**src/rtl/pmod_pos_link.sv**
```systemverilog
// pmod_pos_link: toggle-strobed position-word link over Pmod pins with settle filter,
// heartbeat re-send and link-up status. Define PMOD_LINK_PARITY_EN to add an even-parity pin.
module pmod_pos_link #(
  parameter int DATA_W         = 10,
  parameter int STABLE_CYCLES  = 4,
  parameter int HOLD_CYCLES    = 8,
  parameter int HB_CYCLES      = 1024,
  parameter int TIMEOUT_CYCLES = 4096
) (
  input  logic              clk,
  input  logic              rst_n,
  input  logic [DATA_W-1:0] tx_data,
  input  logic              tx_valid,
  output logic              tx_ready,
`ifdef PMOD_LINK_PARITY_EN
  output logic [DATA_W+1:0] link_out,
  input  logic [DATA_W+1:0] link_in,
`else
  output logic [DATA_W:0]   link_out,
  input  logic [DATA_W:0]   link_in,
`endif
  output logic [DATA_W-1:0] rx_data,
  output logic              rx_valid,
  output logic              link_up,
  output logic [7:0]        err_cnt
);

`ifdef PMOD_LINK_PARITY_EN
  localparam int PIN_W = DATA_W + 2;
`else
  localparam int PIN_W = DATA_W + 1;
`endif
  localparam int HOLD_W = $clog2(HOLD_CYCLES + 1);
  localparam int HB_W   = $clog2(HB_CYCLES + 1);
  localparam int STAB_W = $clog2(STABLE_CYCLES + 1);
  localparam int TO_W   = $clog2(TIMEOUT_CYCLES + 1);
  localparam logic [HOLD_W-1:0] HOLD_LAST = HOLD_W'(HOLD_CYCLES - 1);
  localparam logic [HB_W-1:0]   HB_LAST   = HB_W'(HB_CYCLES - 1);
  localparam logic [STAB_W-1:0] STAB_MAX  = STAB_W'(STABLE_CYCLES);
  localparam logic [STAB_W-1:0] STAB_ACC  = STAB_W'(STABLE_CYCLES - 1);
  localparam logic [TO_W-1:0]   TO_LAST   = TO_W'(TIMEOUT_CYCLES - 1);

`ifdef PMOD_LINK_PARITY_EN
  function automatic logic even_par(input logic [DATA_W:0] frame);
    return ^frame;
  endfunction
`endif

  typedef enum logic {TX_HOLD = 1'b0, TX_IDLE = 1'b1} tx_state_e;
  typedef enum logic {RX_WAIT = 1'b0, RX_SETTLE = 1'b1} rx_state_e;

  tx_state_e         tx_state_q, tx_state_d;
  logic [HOLD_W-1:0] hold_cnt_q, hold_cnt_d;
  logic [HB_W-1:0]   hb_cnt_q, hb_cnt_d;
  logic [PIN_W-1:0]  link_out_q, link_out_d;
  logic              tx_ready_q, tx_ready_d;
  logic [DATA_W:0]   tx_frame_s;
  logic              send_s;

  // TX next-state: hold timer, load on request, heartbeat re-send with inverted toggle
  always_comb begin
    tx_state_d = tx_state_q;
    hold_cnt_d = hold_cnt_q;
    hb_cnt_d   = hb_cnt_q;
    tx_frame_s = link_out_q[DATA_W:0];
    send_s     = 1'b0;
    case (tx_state_q)
      TX_HOLD: begin
        if (hold_cnt_q == HOLD_LAST) begin
          tx_state_d = TX_IDLE;
          hold_cnt_d = '0;
        end else begin
          hold_cnt_d = hold_cnt_q + HOLD_W'(1);
        end
      end
      TX_IDLE: begin
        if (tx_valid) begin
          send_s     = 1'b1;
          tx_frame_s = {~link_out_q[DATA_W], tx_data};
        end else if (hb_cnt_q == HB_LAST) begin
          send_s     = 1'b1;
          tx_frame_s = {~link_out_q[DATA_W], link_out_q[DATA_W-1:0]};
        end else begin
          hb_cnt_d = hb_cnt_q + HB_W'(1);
        end
        if (send_s) begin
          tx_state_d = TX_HOLD;
          hb_cnt_d   = '0;
        end else begin
          tx_state_d = TX_IDLE;
        end
      end
      default: begin
        tx_state_d = TX_HOLD;
        hold_cnt_d = '0;
      end
    endcase
`ifdef PMOD_LINK_PARITY_EN
    link_out_d = {even_par(tx_frame_s), tx_frame_s};
`else
    link_out_d = tx_frame_s;
`endif
    tx_ready_d = (tx_state_d == TX_IDLE);
  end

  // TX state and pin register
  always_ff @(posedge clk or negedge rst_n) begin
    if (!rst_n) begin
      tx_state_q <= TX_HOLD;
      hold_cnt_q <= '0;
      hb_cnt_q   <= '0;
      link_out_q <= '0;
      tx_ready_q <= 1'b0;
    end else begin
      tx_state_q <= tx_state_d;
      hold_cnt_q <= hold_cnt_d;
      hb_cnt_q   <= hb_cnt_d;
      link_out_q <= link_out_d;
      tx_ready_q <= tx_ready_d;
    end
  end

  rx_state_e         rx_state_q, rx_state_d;
  logic [PIN_W-1:0]  sync1_q, s_in_q, prev_q;
  logic [STAB_W-1:0] stab_cnt_q, stab_cnt_d;
  logic              last_tog_q, last_tog_d;
  logic [DATA_W-1:0] rx_data_q, rx_data_d;
  logic              rx_valid_q, rx_valid_d;
  logic              link_up_q, link_up_d;
  logic [TO_W-1:0]   to_cnt_q, to_cnt_d;
  logic              settle_done_s;
  logic              par_ok_s;
  logic              accept_s;

  // RX next-state: stability counter, settle FSM, accept and link timeout
  always_comb begin
    if (s_in_q != prev_q) begin
      stab_cnt_d = '0;
    end else if (stab_cnt_q == STAB_MAX) begin
      stab_cnt_d = stab_cnt_q;
    end else begin
      stab_cnt_d = stab_cnt_q + STAB_W'(1);
    end
`ifdef PMOD_LINK_PARITY_EN
    par_ok_s = (even_par(s_in_q[DATA_W:0]) == s_in_q[PIN_W-1]);
`else
    par_ok_s = 1'b1;
`endif
    rx_state_d    = rx_state_q;
    last_tog_d    = last_tog_q;
    settle_done_s = 1'b0;
    case (rx_state_q)
      RX_WAIT: begin
        if (s_in_q[DATA_W] != last_tog_q) begin
          rx_state_d = RX_SETTLE;
        end else begin
          rx_state_d = RX_WAIT;
        end
      end
      RX_SETTLE: begin
        // Looking at the next stab value lands rx_valid STABLE_CYCLES+2 after the pin edge
        if (s_in_q[DATA_W] == last_tog_q) begin
          rx_state_d = RX_WAIT;
        end else if (stab_cnt_d >= STAB_ACC) begin
          rx_state_d    = RX_WAIT;
          last_tog_d    = s_in_q[DATA_W];
          settle_done_s = 1'b1;
        end else begin
          rx_state_d = RX_SETTLE;
        end
      end
      default: begin
        rx_state_d = RX_WAIT;
      end
    endcase
    accept_s   = settle_done_s & par_ok_s;
    rx_valid_d = accept_s;
    if (accept_s) begin
      rx_data_d = s_in_q[DATA_W-1:0];
    end else begin
      rx_data_d = rx_data_q;
    end
    if (accept_s) begin
      to_cnt_d  = '0;
      link_up_d = 1'b1;
    end else if (to_cnt_q == TO_LAST) begin
      to_cnt_d  = to_cnt_q;
      link_up_d = 1'b0;
    end else begin
      to_cnt_d  = to_cnt_q + TO_W'(1);
      link_up_d = link_up_q;
    end
  end

  // RX synchroniser, compare register and receive state
  always_ff @(posedge clk or negedge rst_n) begin
    if (!rst_n) begin
      sync1_q    <= '0;
      s_in_q     <= '0;
      prev_q     <= '0;
      stab_cnt_q <= '0;
      rx_state_q <= RX_WAIT;
      last_tog_q <= 1'b0;
      rx_data_q  <= '0;
      rx_valid_q <= 1'b0;
      link_up_q  <= 1'b0;
      to_cnt_q   <= '0;
    end else begin
      sync1_q    <= link_in;
      s_in_q     <= sync1_q;
      prev_q     <= s_in_q;
      stab_cnt_q <= stab_cnt_d;
      rx_state_q <= rx_state_d;
      last_tog_q <= last_tog_d;
      rx_data_q  <= rx_data_d;
      rx_valid_q <= rx_valid_d;
      link_up_q  <= link_up_d;
      to_cnt_q   <= to_cnt_d;
    end
  end

`ifdef PMOD_LINK_PARITY_EN
  logic [7:0] err_cnt_q, err_cnt_d;

  // Bad-parity frames still consume their toggle so the peer does not retry forever
  always_comb begin
    if (settle_done_s && !par_ok_s && (err_cnt_q != 8'hFF)) begin
      err_cnt_d = err_cnt_q + 8'h01;
    end else begin
      err_cnt_d = err_cnt_q;
    end
  end

  // Rejected-frame counter
  always_ff @(posedge clk or negedge rst_n) begin
    if (!rst_n) begin
      err_cnt_q <= 8'h00;
    end else begin
      err_cnt_q <= err_cnt_d;
    end
  end

  assign err_cnt = err_cnt_q;
`else
  assign err_cnt = 8'h00;
`endif

  assign tx_ready = tx_ready_q;
  assign link_out = link_out_q;
  assign rx_data  = rx_data_q;
  assign rx_valid = rx_valid_q;
  assign link_up  = link_up_q;

endmodule

```
**config.mk**
```make
export PLATFORM = sky130hd
export DESIGN_NAME = pmod_pos_link
export DESIGN_NICKNAME = d
export VERILOG_FILES = /design/src/rtl/pmod_pos_link.sv
export SDC_FILE = /design/constraint.sdc
export NUM_CORES = 1
export LEC_CHECK = 0
export CAP_MARGIN = 0
export CORE_UTILIZATION = 45
export DETAILED_ROUTE_END_ITERATION = 10
export PLACE_DENSITY_LB_ADDON = 0.05
export SETUP_SLACK_MARGIN = 0.5
export SYNTH_ARGS = -nofsm -noshare
export SYNTH_HDL_FRONTEND = slang
export SYNTH_SLANG_ARGS = --single-unit
```
**constraint.sdc**
```tcl
create_clock -name clk -period 4.1 [get_ports clk]
set_clock_uncertainty 0.2 [all_clocks]
set_input_delay 0.41 -clock clk [delete_from_list [all_inputs] [get_ports clk]]
set_output_delay 0.41 -clock clk [all_outputs]
set_load 0.01 [all_outputs]
```
==> impl_metrics.env <==
export IMPL_postCtsSetupRepairBufs=0
export IMPL_setup_violations=0
export IMPL_area_growth_syn_to_layout_pct=22.2
export IMPL_hold_path_class="input port to async pin"
export IMPL_cap_violations=0
export IMPL_start_kind="flop"
export IMPL_crit_fanout=17
export IMPL_wl_um=5750
export IMPL_placed_cells=423
export IMPL_slowest_delay_ns=0.47
export IMPL_cp_end_kind="flop"
export IMPL_start_util_pct=46.4
export IMPL_crit_required_ns=4.15
export IMPL_netlist_cell_type_count=39
export IMPL_cts_tree="done"
export IMPL_yosysMostFrequentCell="dfrtp_1"
export IMPL_period_minus_slack_ns=2.56
export IMPL_portBuffers=47
export IMPL_yosysTopAreaCell="dfrtp_1"
export IMPL_die_area_um2=8280
export IMPL_synth_main_ff_cell="dfrtp_1"
export IMPL_clock_latency_ns=0.36
export IMPL_dr_total_vias=2139
export IMPL_path_clk_slew_ns=0.08
export IMPL_via_per_inst=4.87
export IMPL_io_pins=56
export IMPL_cts_repair_resized=0
export IMPL_instances_no_fill=439
export IMPL_numCtsBuffers=9
export IMPL_synth_area_leaders="dfrtp_1 (63%), mux2_2 (5.4%), xor2_1 (3.4%), xnor2_1 (2.9%), nor2_1 (2.8%)"
export IMPL_wl_per_cell_um=13.1
export IMPL_dp_hpwl_um=3860
export IMPL_antenna_found_initial=0
export IMPL_p_leak_nw=1.96
export IMPL_arrival_ns=2.60
export IMPL_grt_max_degree=78
export IMPL_tns_ns=0
export IMPL_holdBufCountCts=0
export IMPL_violations="negative hold slack"
export IMPL_place_congestion=0.781
export IMPL_hold_slack_ns=-0.0117
export IMPL_h_tree_depth=3
export IMPL_maxSlewHeadroom_pct=38.4
export IMPL_syn_area_per_cell_um2=12.9
export IMPL_drcViolationCount=0
export IMPL_worstSetupPathType="flop to flop"
export IMPL_final_net_count=361
export IMPL_synthCells=277
export IMPL_grt_pass1_wl_um=9840
export IMPL_cp_cell_sequence="xor2_1 > nor4_2 > nand3_2 > nor3_4 > buf_4 > mux2_2"
export IMPL_wl_met2_um=2700
export IMPL_ys_seq_area_share_pct=63.2
export IMPL_ys_top_cells_by_count="dfrtp_1 (90), nor2_1 (27), nand2_1 (19)"
export IMPL_critical_path_top_delay_family="simple AND/OR/NAND/NOR gates"
export IMPL_wirelength_met1_um=2730
export IMPL_drt_iter0_markers=80
export IMPL_hold_viol_final=9
export IMPL_coreArea_um2=7690
export IMPL_max_vdd_ir_drop_uv=346
export IMPL_highest_layer="met4"
export IMPL_drive_gt1_share_pct=13.6
export IMPL_tightest_slew_ns=0.924
export IMPL_die_height_um=91.0
export IMPL_antennaDiodeCount=0
export IMPL_outcome="complete, but fails checks"
export IMPL_wl_met3_um=223
export IMPL_synth_seq_cells=90
export IMPL_timing_fmax_mhz=391
export IMPL_detail_route_antenna_nets=0
export IMPL_synth_top_cell_area_share_pct=63.2
export IMPL_grt_usage_pct=15.4
export IMPL_post_route_period_util_pct=62.3
export IMPL_fill_cells=660
export IMPL_gr_total_overflow=0
export IMPL_rsz0062_at_grt="no"
export IMPL_cts_sinks=90
export IMPL_synthesis_area_um2=3570
export IMPL_row_count=32
export IMPL_ys_warnings_count=0
export IMPL_cts_buffer_depth=2
export IMPL_drv_slew=0
export IMPL_powerDensity_nw_per_um2=496
export IMPL_synthArstFlopShare_pct=100
export IMPL_cp_num_buf_inv=1
export IMPL_synth_edf_count=0
export IMPL_grt_pass1_vias=2119
export IMPL_clock_root_buffer="clkbuf_8"
export IMPL_firstDrtPassIters=4
export IMPL_cp_slowest_cell="nor3_4"
export IMPL_die_w_um=91.0
[metrics by stage]
step	util [%]	hold WS, ns	total power, mW	setup WS [ns]	area (µm²)
after floorplan	-	-0.0856	1.27	1.99	3590
after global placement	53.5	0.133	1.45	1.55	4110
after detailed placement	53.5	0.135	1.46	1.50	4110
after CTS	56.7	0.0258	2.20	1.49	4360
after global routing	56.7	0.0638	2.27	1.38	4360
final	56.7	-0.0117	2.16	1.54	4360
[metal layers]
metal	vias up	global-route usage, %
met5	-	0
met4	0	5.95
li1	1051	-
met1	1044	20.0
met2	35	23.9
met3	9	5.53
[flip-flops by register name, indices dropped and copies added, names as in the netlist]
signal      count
sync1_q        11
s_in_q         11
hb_cnt_q       11
stab_cnt_q      3
link_out       11
last_tog_q      1
tx_ready        1
to_cnt_q       13
link_up         1
rx_valid        1
rx_data        10
rx_state_q      1
hold_cnt_q      4
prev_q         11
[worst paths after layout]
| kind | from | end | slack [ns] | cells past startpoint |
|---|---|---|---|---|
| worst max-delay path | s_in_q[9] | rx_data[4] | 1.54 | 6 |
| worst min-delay path | rst_n | sync1_q[8] | -0.01 | 1 |
| worst max register to register | s_in_q[9] | rx_data[4] | 1.54 | 6 |
| worst min register to register | sync1_q[0] | s_in_q[0] | 0.14 | 0 |
| max in group asynchronous | rst_n | hb_cnt_q[6] | 2.96 | 2 |
| min in group clk | sync1_q[0] | s_in_q[0] | 0.14 | 0 |
[placed cells by master, fill, tap and decap left out, types with 2 or more instances in the layout]
master            n
a21o_1            4
a21oi_1           4
a31oi_1           6
and3_1            5
and4_1            3
buf_4             3
bufinv_16         3
clkbuf_8         10
clkdlybuf4s50_1  46
conb_1            8
dfrtp_1          90
ha_1              5
inv_1             4
mux2_2           17
mux2_4            5
nand2_1          19
nand2b_1          2
nand3_1          10
nand3b_1          2
nand4_1           4
nor2_1           27
nor3_1            9
nor4_2            2
o21ai_0           5
o31ai_1           3
xnor2_1          12
xor2_1           14
[worst reg2reg max path, cell delays in order (launching register included)]
cell and delay [ns]:
dfrtp_1 0.41, xor2_1 0.16, nor4_2 0.32, nand3_2 0.20, nor3_4 0.47, buf_4 0.32, mux2_2 0.35
[where the power goes]
part / switching [mW] / total (mW) / internal (mW)
Combinational: 0.141 / 0.352 / 0.212
Sequential: 0.0818 / 1.08 / 0.999
Clock: 0.305 / 0.729 / 0.423
Total: 0.528 / 2.16 / 1.63
[final cells by class]
cell class / instances / area [µm²] / share of cell area (%)
clock buffers: 10 / 138 / 3.16
clock inverters: 6 / 113 / 2.58
inverters: 4 / 15.0 / 0.344
multi-input cells: 178 / 1230 / 28.2
flip-flops and latches: 90 / 2250 / 51.7
well taps: 102 / 128 / 2.93
repair buffers: 49 / 483 / 11.1
[cell families (layout without fill, tap and decap cells)]
| group | after synthesis | after routing | synth area share (%) |
|---|---|---|---|
| AO/OA/AOI/OAI | 25 | 25 | 4.49 |
| XOR/XNOR | 26 | 26 | 6.39 |
| adder cells (fa/ha/maj) | 5 | 5 | 1.75 |
| buffers and inverters | 16 | 69 | 3.05 |
| flip-flops | 90 | 90 | 63.2 |
| multiplexers | 23 | 23 | 7.75 |
| other | 1 | 8 | 0.105 |
| AND/OR/NAND/NOR | 91 | 91 | 13.3 |
Power figures use the tool's default switching activity.
